[config.mk]
export PLATFORM = sky130hd
export DESIGN_NAME = dma_xfer_sequencer
export DESIGN_NICKNAME = d
export VERILOG_FILES = /design/src/rtl/dma_xfer_sequencer.sv
export SDC_FILE = /design/constraint.sdc
export NUM_CORES = 1
export LEC_CHECK = 0
export CORE_ASPECT_RATIO = 1.25
export CORE_MARGIN = 2
export CORE_UTILIZATION = 49
export CTS_CLUSTER_DIAMETER = 100
export DETAILED_ROUTE_END_ITERATION = 7
export GPL_TIMING_DRIVEN = 0
export PLACE_DENSITY = 0.88
export RECOVER_POWER = 50
export SLEW_MARGIN = 25
export SYNTH_ARGS = -nofsm -noshare
export SYNTH_HDL_FRONTEND = slang
export SYNTH_SLANG_ARGS = --single-unit
[constraint.sdc]
create_clock -name clk -period 2.2 [get_ports clk]
set_input_delay 0.44 -clock clk [delete_from_list [all_inputs] [get_ports clk]]
set_output_delay 0.44 -clock clk [all_outputs]
set_load 0.02 [all_outputs]
[src/rtl/dma_xfer_sequencer.sv]
// Drives a 2940-style DMA address generator from a single start command:
// loads control, address and word count, then issues one ENCT per accepted beat.
module dma_xfer_sequencer #(
    parameter int W       = 16,
    parameter int TIMEOUT = 255
) (
    input  logic         clk,
    input  logic         rst_n,
    input  logic         start,
    input  logic         abort,
    input  logic [2:0]   cfg_ctrl,
    input  logic [W-1:0] cfg_addr,
    input  logic [W-1:0] cfg_count,
    input  logic         cfg_repeat,
    input  logic         wc_done,
    input  logic         xfer_ack,
    output logic [2:0]   instr,
    output logic [W-1:0] gen_data,
    output logic         gen_data_oe,
    output logic         xfer_req,
    output logic         busy,
    output logic         done,
    output logic         err
);

    typedef enum logic [2:0] {
        S_IDLE,
        S_LD_CR,
        S_LD_AR,
        S_LD_WC,
        S_XFER,
        S_REINIT,
        S_ERR
    } state_t;

    localparam logic [2:0]   I_WRCR   = 3'b000;
    localparam logic [2:0]   I_RDAR   = 3'b011;
    localparam logic [2:0]   I_REINIT = 3'b100;
    localparam logic [2:0]   I_LDAR   = 3'b101;
    localparam logic [2:0]   I_LDWC   = 3'b110;
    localparam logic [2:0]   I_ENCT   = 3'b111;
    localparam logic [W-1:0] ONE      = W'(1);
    localparam logic [15:0]  TMO      = 16'(TIMEOUT);

    state_t         state_q, state_d;
    logic [2:0]     ctrl_q, ctrl_d;
    logic [W-1:0]   addr_q, addr_d;
    logic [W-1:0]   count_q, count_d;
    logic           repeat_q, repeat_d;
    logic [W-1:0]   beats_q, beats_d;
    logic [15:0]    timer_q, timer_d;
    logic           done_q, done_d;
    logic           err_q, err_d;

    always_ff @(posedge clk or negedge rst_n) begin
        if (!rst_n) begin
            state_q  <= S_IDLE;
            ctrl_q   <= '0;
            addr_q   <= '0;
            count_q  <= '0;
            repeat_q <= 1'b0;
            beats_q  <= '0;
            timer_q  <= '0;
            done_q   <= 1'b0;
            err_q    <= 1'b0;
        end else begin
            state_q  <= state_d;
            ctrl_q   <= ctrl_d;
            addr_q   <= addr_d;
            count_q  <= count_d;
            repeat_q <= repeat_d;
            beats_q  <= beats_d;
            timer_q  <= timer_d;
            done_q   <= done_d;
            err_q    <= err_d;
        end
    end

    always_comb begin
        state_d     = state_q;
        ctrl_d      = ctrl_q;
        addr_d      = addr_q;
        count_d     = count_q;
        repeat_d    = repeat_q;
        beats_d     = beats_q;
        timer_d     = timer_q;
        done_d      = 1'b0;
        err_d       = err_q;
        instr       = I_RDAR;
        gen_data    = '0;
        gen_data_oe = 1'b0;
        xfer_req    = 1'b0;

        case (state_q)
            S_IDLE: begin
                if (start) begin
                    if (cfg_count != '0) begin
                        ctrl_d   = cfg_ctrl;
                        addr_d   = cfg_addr;
                        count_d  = cfg_count;
                        repeat_d = cfg_repeat;
                        err_d    = 1'b0;
                        state_d  = S_LD_CR;
                    end else begin
                        err_d = 1'b1;
                    end
                end
            end
            S_LD_CR: begin
                instr       = I_WRCR;
                gen_data    = W'(ctrl_q);
                gen_data_oe = 1'b1;
                state_d     = S_LD_AR;
            end
            S_LD_AR: begin
                instr       = I_LDAR;
                gen_data    = addr_q;
                gen_data_oe = 1'b1;
                state_d     = S_LD_WC;
            end
            S_LD_WC: begin
                instr       = I_LDWC;
                gen_data    = count_q;
                gen_data_oe = 1'b1;
                beats_d     = count_q;
                timer_d     = '0;
                state_d     = S_XFER;
            end
            S_XFER: begin
                xfer_req = 1'b1;
                if (xfer_ack) begin
                    instr = I_ENCT;
                end
                // Generator claiming completion while beats remain means the two counts disagree.
                if (wc_done && (beats_q > ONE)) begin
                    err_d   = 1'b1;
                    state_d = S_ERR;
                end else if (xfer_ack) begin
                    beats_d = beats_q - ONE;
                    timer_d = '0;
                    if (beats_q == ONE) begin
                        done_d  = 1'b1;
                        state_d = repeat_q ? S_REINIT : S_IDLE;
                    end
                end else begin
                    timer_d = timer_q + 16'd1;
                    if (timer_d == TMO) begin
                        err_d   = 1'b1;
                        state_d = S_ERR;
                    end
                end
            end
            S_REINIT: begin
                instr   = I_REINIT;
                beats_d = count_q;
                timer_d = '0;
                state_d = S_XFER;
            end
            S_ERR: begin
                state_d = S_IDLE;
            end
            default: begin
                state_d = S_IDLE;
            end
        endcase

        // Abort overrides everything except reporting a beat the peripheral already took.
        if (abort && (state_q != S_IDLE)) begin
            state_d     = S_IDLE;
            done_d      = 1'b0;
            err_d       = err_q;
            xfer_req    = 1'b0;
            gen_data    = '0;
            gen_data_oe = 1'b0;
            instr       = ((state_q == S_XFER) && xfer_ack) ? I_ENCT : I_RDAR;
        end
    end

    assign busy = (state_q != S_IDLE);
    assign done = done_q;
    assign err  = err_q;

endmodule
Yosys cells after proc, flatten, opt, wreduce, memory -nomap -nowiden. Cells that the tools add are included.

Flip-flop bits (word level): 73. Bits of input ports: 42. Output and inout bits: 24.

$add $sub $neg: 2. $lt $le $gt $ge: 1. Equal/unequal tests: 16. Mux-type cells: 36. Bitwise operators: 1. Reductions and logical operators: 15.

Operators by type and width (number): two-way mux 16 bit (5); one-hot mux 16 bit (2 select lines) (2); one-hot mux 16 bit (3 select lines) (1); two-way mux 3 bit (11); one-hot mux 3 bit (5 select lines) (2); adder 16 x 1 -> 16 bit, second input constant (1); equality test 16 x 1 -> 1 bit, second input constant (1); equality test 16 x 8 -> 1 bit, second input constant (1); > comparator 16 x 1 -> 1 bit, second input constant (1); nonzero test 16 bit (1); subtractor 16 x 1 -> 16 bit, second input constant (1); two-way mux 1 bit (14); inequality test 3 bit, second input constant (4); inequality test 5 bit, second input constant (2); equality test 3 x 2 -> 1 bit, second input constant (2); equality test 3 bit, second input constant (2); inequality test 2 bit, second input constant (3); AND reduction 3 bit (2); AND reduction 5 bit (1); AND reduction 4 bit (1); nonzero test 2 bit (2); equality test 3 x 1 -> 1 bit, second input constant (1); logical AND 1 bit (3); zero test 3 bit (1); other kinds (6) (6).

Logic depth before layout (Yosys ltp). Gate-level depths: netlist of run 1.

Depth in word-level cells: 7. Depth in mapped cells: 9. Depth with buffers taken out: 8.

Worst setup path after synthesis of run 1. No wires, ideal clock.

Kind: register -> register. From: register beats_q[8]. To: register timer_q[3]. Data arrival time: 2181 ps. Required time: 2118 ps. Setup slack: -63 ps. Cell stages (with the launch flop): 7. Path buffers: 0. Clock period less this slack: 2263 ps. Path through: dfrtp_1 -> or4_4 -> nand4b_4 -> o21ai_4 -> nand2_4 -> or4_1 -> a31oi_1.

Cells in the longest elaborated chain, start to end: 4.

Ends and longest elaborated chain: start: declaration (RTL line 50) `logic [W-1:0] beats_q, beats_d;`; start signal: assignment (RTL line 72) `beats_q <= beats_d;`; > comparator 16 x 1 -> 1 bit (RTL line 135) `if (wc_done && (beats_q > ONE)) begin`; logical AND 1 bit (RTL line 135); inequality test 2 bit (no line); AND reduction 2 bit (no line); end signal: assignment (RTL line 73) `timer_q <= timer_d;`; end: declaration (RTL line 51) `logic [15:0] timer_q, timer_d;`.

No other way between the ends. A chain may end at the register's enable or synchronous reset.

Worst setup path in the final report of run 1.
From: register state_q[2]. To: output gen_data[10].

Cells in the longest elaborated chain, start to end: 3. Elaborated cells on any way between the ends: 7. Classes of those cells: eq/ne: 3; mux: 2; reduce/logical: 2.

Ends and longest elaborated chain: start: declaration (RTL line 45) `state_t state_q, state_d;`; start signal: assignment (RTL line 67) `state_q <= state_d;`; equality test 3 x 2 -> 1 bit (tied with other cells) (RTL line 94) `case (state_q)`; one-hot mux 16 bit (3 select lines) / logical AND 1 bit (equally long branches) (RTL line 94, 168); two-way mux 16 bit (*) (RTL line 168) `if (abort && (state_q != S_IDLE)) begin`; end: declaration (RTL line 18) `output logic [W-1:0] gen_data,`.

Every way passes the cells marked *; elsewhere a longest branch is shown, timed or not.

==> results.sh, run 1 <==
export IMPL_clkTransAtPathRegs_ns=0.09
export IMPL_synth_fp_nets=477
export IMPL_worstPathRequired_ns=1.76
export IMPL_whs_ns=0.230
export IMPL_synth_cell_types=58
export IMPL_ant_nets=0
export IMPL_grt_pass1_vias=3988
export IMPL_skew_ns=0.0167
export IMPL_violations="negative setup slack"
export IMPL_syn_cell_area_sq_um=4160
export IMPL_portBuffers=65
export IMPL_min_path_type="input pin to async pin"
export IMPL_clock_latency_ns=0.36
export IMPL_cts_buffers=9
export IMPL_syn_to_final_growth_pct=42.2
export IMPL_gr_total_overflow=0
export IMPL_max_cap_viol_count=0
export IMPL_final_area_sq_um=5910
export IMPL_arrival_ns=1.84
export IMPL_die_h_um=107
export IMPL_cts_sinks=73
export IMPL_synth_top_area_frac=0.439
export IMPL_place_inst=592
export IMPL_crit_path_end_kind="output port"
export IMPL_outcome="finished, violations left"
export IMPL_num_vias=4166
export IMPL_synth_edf_count=0
export IMPL_synthTopCellsByArea="dfrtp_1 44%, mux2_2 11%, mux2i_1 3.9%"
export IMPL_rows=37
export IMPL_power_mw=6.90
export IMPL_grt_max_degree=39
export IMPL_io_pins=66
export IMPL_ys_async_sr_fraction=1.00
export IMPL_diodes=0
export IMPL_drc_errors=0
export IMPL_avgViaCountPerCell=6.52
export IMPL_p_leak_nw=2.37
export IMPL_grt_setup_unrepaired="yes"
export IMPL_period_minus_slack_ns=2.28
export IMPL_setup_ws_ns=-0.0844
export IMPL_drt_iter0_markers=475
export IMPL_clockRootBuffer="clkbuf_8"
export IMPL_finalHoldViolations=0
export IMPL_avgRoutedWirePerCell_um=21.5
export IMPL_ys_seq_area_frac=0.439
export IMPL_cts_buffer_depth=2
export IMPL_h_tree_depth=3
export IMPL_avgSynthCellArea_sq_um=9.69
export IMPL_antenna_found_initial=0
export IMPL_track_usage=0.263
export IMPL_startpoint_type="flop"
export IMPL_slowest_stage="dfrtp_1"
export IMPL_clock_fmax_ghz=0.438
export IMPL_synth_seq_cells=73
export IMPL_fin_crit_sh=1.04
export IMPL_fin_tns_setup_ns=-0.778
export IMPL_die_w_um=86.4
export IMPL_post_dp_cell_area_sq_um=4950
export IMPL_yosys_warnings=0
export IMPL_fin_nets=585
export IMPL_critical_path_class="flop to output port"
export IMPL_cp_slowest_stage_delay_ns=0.43
export IMPL_coreArea_sq_um=8240
export IMPL_start_util=0.505
export IMPL_cts_tree="yes"
export IMPL_tightestPinTransition_ns=0.977
export IMPL_slew_headroom=0.349
export IMPL_critical_path_max_fanout=5
export IMPL_routed_wl_um=13800
export IMPL_dr_pass1_iters=5
export IMPL_final_layout_size_suffix_gt1_frac=0.382
export IMPL_slew_violations=0
export IMPL_peakVddDrop_mv=0.822
export IMPL_syn_inst=429
export IMPL_post_dp_hpwl_um=7750
export IMPL_grt_pass1_wl_um=19200
export IMPL_worstPathCellList="inv_2, ha_4, nor2b_4, nand3_4, buf_8, nor2_4, buf_6"
export IMPL_synth_top_cell_by_area="dfrtp_1"
export IMPL_gp_congestion=0.883
export IMPL_finalSetupViolations=16
export IMPL_die_area_sq_um=9250
export IMPL_fill_cells=483
export IMPL_final_cells=639
export IMPL_p_per_area_nw_per_um2=1170
export IMPL_synthFlopType="dfrtp_1"
[per-stage QoR]
| step | util | setup slack (ns) |
|---|---|---|
| 3_5_place_dp | 0.601 | -0.990 |
| 2_1_floorplan | - | -0.0103 |
| 5_1_grt | 0.718 | -0.121 |
| 6_report | 0.718 | -0.0844 |
| 3_3_place_gp | 0.599 | -1.75 |
| 4_1_cts | 0.669 | -0.110 |
[layer usage]
layer  vias to the layer above  wire length [um]  global-route usage
met2                       246              7250               0.440
met1                      2053              5030               0.318
met4                         0               696               0.143
met5                         -                 0                   0
li1                       1785                 -                   -
met3                        82               791              0.0477
[kinds of logic (layout without fill, tap and decap cells)]
logic type      Yosys count  after routing  synth area share
fa+ha+maj                 6              6            0.0181
xor+xnor                 13             13            0.0274
buf+inv                  34            147            0.0313
flops                    73             73             0.439
mux                      55             55             0.144
compound gates           83             83             0.131
simple gates            165            165             0.209
[power by group]
part           internal (mW)  switching (mW)
Sequential              1.94           0.703
Combinational           1.54            1.60
Clock                  0.557           0.560
Total                   4.04            2.87
[cell type report]
type / count / area, sq um / area share
plain buffers: 18 / 164 / 0.0277
clock buffers: 10 / 138 / 0.0233
clock inverters: 6 / 67.6 / 0.0114
inverters: 12 / 45.0 / 0.00762
multi-input cells: 322 / 2620 / 0.443
flip-flops and latches: 73 / 1840 / 0.310
well taps: 97 / 121 / 0.0205
repair buffers: 101 / 925 / 0.156
[path summary, 6_finish.rpt]
path	startpoint	endpoint	slack, ns	cells after the start
min	rst_n	beats_q[13]	0.23	1
max in group asynchronous	rst_n	count_q[1]	0.51	2
min in group clk	addr_q[4]	addr_q[4]	0.51	1
max reg2reg	beats_q[8]	state_q[2]	-0.05	6
max	state_q[2]	gen_data[10]	-0.08	7
min reg2reg	addr_q[4]	addr_q[4]	0.51	1
[cells in the final DEF, fill, tap and decap left out, drive strengths merged, types with 5 or more instances in the layout]
| cell type | synthesis | routed |
|---|---|---|
| a21oi | 17 | 17 |
| buf | 3 | 66 |
| clkbuf | 19 | 20 |
| clkdlybuf4s50 | 0 | 40 |
| dfrtp | 73 | 73 |
| ha | 6 | 6 |
| inv | 12 | 12 |
| mux2 | 39 | 39 |
| mux2i | 16 | 16 |
| nand2 | 36 | 36 |
| nand3 | 21 | 21 |
| nand4 | 9 | 9 |
| nor2 | 39 | 39 |
| nor3 | 16 | 16 |
| nor4 | 12 | 12 |
| o211ai | 7 | 7 |
| o21ai | 27 | 27 |
| or3 | 7 | 7 |
| xnor2 | 5 | 5 |
| xor2 | 8 | 8 |
[timing repair]
action,CTS,global route
setup buffers,16,17
resized for setup,175,94
cloned,1,1
hold buffers,0,0
setup endpoints to repair,87,73
pin swaps,7,32
[registers in the layout (all words and copies together) (netlist names)]
register / count
addr_q: 16
beats_q: 16
count_q: 16
timer_q: 16
ctrl_q: 3
state_q: 3
done: 1
err: 1
repeat_q: 1
[cells in the mapped netlist (2+ instances only)]
library cell,count
or3_1,7
a22oi_1,3
o31ai_1,4
a21oi_1,17
a2bb2oi_1,4
mux2i_1,16
o21ai_0,24
buf_1,2
o211ai_1,7
xor2_1,8
xnor2_1,5
nor4_1,11
nand3_1,20
o22a_1,2
nand2b_1,2
and3_1,2
dfrtp_1,73
ha_1,6
o21a_1,2
inv_1,12
a22o_1,2
nor3_1,16
or4_1,2
mux2_2,39
nor2b_1,2
or2_2,3
nand4_1,9
clkbuf_1,18
nand2_1,35
nor2_1,39
nand3b_1,4
a31oi_1,3
nor3b_1,3
o31a_1,2
o21ai_1,2
[worst max-delay path: cells and delay by family, from the launching register on]
| kind | cells | cell delay (ns) |
|---|---|---|
| DFF | 1 | 0.43 |
| buffers and inverters | 3 | 0.44 |
| adders and majority gates | 1 | 0.17 |
| and+or+nand+nor | 3 | 0.44 |
Note: power is estimated with default switching activity, not from simulation.
==> inputs of run 2 (changes only) <==
ABC_AREA = 1   (was not set)
PLACE_DENSITY = 0.87   (was 0.88)
==> run 2 against run 1 <==
Clock skew shrank 0.0067 ns; clock-buffer cell count up 5; sequential power is 11% lower; critical path type unchanged; non-clock buffer count down 5; the run ends with max-capacitance violations, max-slew violations, negative setup slack left; wire length increased by 18%; clock power is 9% higher; power rose by 14%.
==> results.sh, run 2 <==
export IMPL_crit_path_end_kind="output port"
export IMPL_final_layout_size_suffix_gt1_frac=0.229
export IMPL_synth_cell_types=34
export IMPL_tightestPinTransition_ns=1.74
export IMPL_skew_ns=0.00999
export IMPL_routed_wl_um=16200
export IMPL_synth_fp_nets=651
export IMPL_die_area_sq_um=9590
export IMPL_ant_nets=0
export IMPL_peakVddDrop_mv=1.27
export IMPL_dr_pass1_iters=5
export IMPL_start_util=0.502
export IMPL_post_dp_hpwl_um=8680
export IMPL_synthTopCellsByArea="dfrtp_1 42%, nand2_1 15%, o21ai_0 7.3%"
export IMPL_max_cap_viol_count=1
export IMPL_final_cell_mix="170 x nand2_1, 75 x inv_1, 68 x dfrtp_1, 61 x o21ai_0, 42 x clkdlybuf4s50_1"
export IMPL_syn_to_final_growth_pct=36.9
export IMPL_arrival_ns=1.94
export IMPL_ys_seq_area_frac=0.423
export IMPL_worstPathRequired_ns=1.76
export IMPL_track_usage=0.297
export IMPL_place_inst=789
export IMPL_p_per_area_nw_per_um2=1330
export IMPL_fin_tns_setup_ns=-4.40
export IMPL_slew_headroom=-0.160
export IMPL_post_dp_cell_area_sq_um=5140
export IMPL_min_path_type="flop to flop"
export IMPL_rows=38
export IMPL_avgViaCountPerCell=6.01
export IMPL_grt_max_degree=44
export IMPL_grt_pass1_wl_um=22000
export IMPL_p_leak_nw=2.77
export IMPL_antenna_found_initial=0
export IMPL_grt_pass1_vias=4713
export IMPL_final_area_sq_um=5910
export IMPL_slew_violations=32
export IMPL_syn_cell_area_sq_um=4320
export IMPL_die_h_um=109
export IMPL_yosys_top_cells_count="178 x nand2_1, 83 x inv_1, 73 x dfrtp_1, 63 x o21ai_0, 41 x nor2_1"
export IMPL_clock_fmax_ghz=0.420
export IMPL_fin_crit_sh=1.08
export IMPL_drc_errors=0
export IMPL_cts_sinks=73
export IMPL_avgSynthCellArea_sq_um=7.16
export IMPL_finalHoldViolations=0
export IMPL_gp_congestion=0.891
export IMPL_postCtsHoldBufs=0
export IMPL_synth_seq_cells=73
export IMPL_synth_top_area_frac=0.423
export IMPL_h_tree_depth=3
export IMPL_setup_ws_ns=-0.182
export IMPL_yosys_warnings=0
export IMPL_period_minus_slack_ns=2.38
export IMPL_finalSetupViolations=63
export IMPL_cts_buffer_depth=2
export IMPL_outcome="finished, violations left"
export IMPL_coreArea_sq_um=8610
export IMPL_diodes=0
export IMPL_gr_total_overflow=0
export IMPL_ys_async_sr_fraction=1.00
export IMPL_synthFlopType="dfrtp_1"
export IMPL_synth_edf_count=0
export IMPL_cts_tree="yes"
export IMPL_syn_inst=603
export IMPL_drt_iter0_markers=680
export IMPL_violations="max-capacitance violations, max-slew violations, negative setup slack"
export IMPL_num_vias=5046
export IMPL_critical_path_max_fanout=6
export IMPL_clkTransAtPathRegs_ns=0.08
export IMPL_critical_path_class="flop to output port"
export IMPL_cts_buffers=9
export IMPL_synth_top_cell_by_area="dfrtp_1"
export IMPL_place_ws_ns=-0.527
export IMPL_clockRootBuffer="clkbuf_8"
export IMPL_final_common_cell="nand2_1"
export IMPL_yosysMostFrequentCell="nand2_1"
export IMPL_final_util=0.687
export IMPL_startpoint_type="flop"
export IMPL_avgRoutedWirePerCell_um=19.3
export IMPL_fin_nets=762
export IMPL_die_w_um=88.0
export IMPL_io_pins=66
export IMPL_grt_setup_unrepaired="yes"
export IMPL_clock_latency_ns=0.37
export IMPL_final_cells=839
export IMPL_portBuffers=65
-- run 2: cell types whose count changed after synthesis, moves of 12 or more --
cell / delta
mux2i_1: -16
mux2_2: -39
o21ai_1: +14
clkbuf_1: -12
nand2_1: +143
nand3_1: +15
o21ai_0: +39
inv_1: +71
-- run 2: cells by family after synthesis --
logic type                 after synthesis  share of synthesized area
and+or+nand+nor                        295                      0.301
adders and majority gates                6                     0.0174
AOI/OAI and AO/OA                      117                      0.145
DFF                                     73                      0.423
xor gates and xnor gates                 5                     0.0101
buffers and inverters                  107                      0.103
-- run 2: where the power goes --
group | total, mW | internal [mW] | switching (mW)
combinational | 4.30 | 1.62 | 2.68
sequential | 2.36 | 1.84 | 0.517
clock | 1.22 | 0.681 | 0.537
total | 7.87 | 4.14 | 3.73
-- run 2: what timing repair did --
item                                    4_1_cts  5_1_grt
hold endpoints to repair                      0        0
pin swaps                                    11       15
gates cloned                                  3        3
endpoints found under the setup margin       57       88
gates resized for setup                     154       64
buffers inserted                             13       15
-- run 2: per-layer routing --
| layer | vias to the layer above | part of all wire | global-route usage |
|---|---|---|---|
| met3 | 134 | 0.096 | 0.0492 |
| met4 | 0 | 0.087 | 0.200 |
| met1 | 2318 | 0.33 | 0.326 |
| met5 | - | 0 | 0 |
| met2 | 438 | 0.49 | 0.517 |
| li1 | 2156 | - | - |
-- run 2: critical path, stage by stage, from the launching register on --
cell      delay [ns]
dfrtp_2         0.49
inv_2           0.10
nand2_1         0.11
inv_2           0.07
nor2_4          0.12
clkinv_4        0.12
o21ai_0         0.14
o21ai_1         0.14
nand2_1         0.10
inv_1           0.04
buf_4           0.15
-- run 2: stage by stage --
stage          total power, mW  hold WS (ns)
3_3_place_gp              5.05         0.457
5_1_grt                   8.16         0.528
2_1_floorplan             4.18         0.144
4_1_cts                   6.83        0.0272
3_5_place_dp              5.18         0.409
6_report                  7.87         0.493
-- run 2: final timing paths --
| kind | start | endpoint | slack [ns] | depth (start not counted) |
|---|---|---|---|---|
| worst min register to register | beats_q[10] | beats_q[10] | 0.49 | 2 |
| worst max-delay path | state_q[1] | instr[2] | -0.18 | 10 |
| worst min-delay path | beats_q[10] | beats_q[10] | 0.49 | 2 |
| min in group asynchronous | rst_n | beats_q[1] | 0.52 | 1 |
| worst max register to register | beats_q[0] | beats_q[0] | -0.08 | 12 |
| max in group asynchronous | rst_n | count_q[11] | 0.30 | 2 |
-- run 2: final cells by class --
type | count | area (sq um)
inverters | 91 | 362
well taps | 120 | 150
repair buffers | 98 | 926
plain buffers | 16 | 135
clock buffers | 15 | 196
multi-input cells | 425 | 2280
fillers | 573 | 2690
flip-flops and latches | 73 | 1830
clock inverters | 1 | 30.0
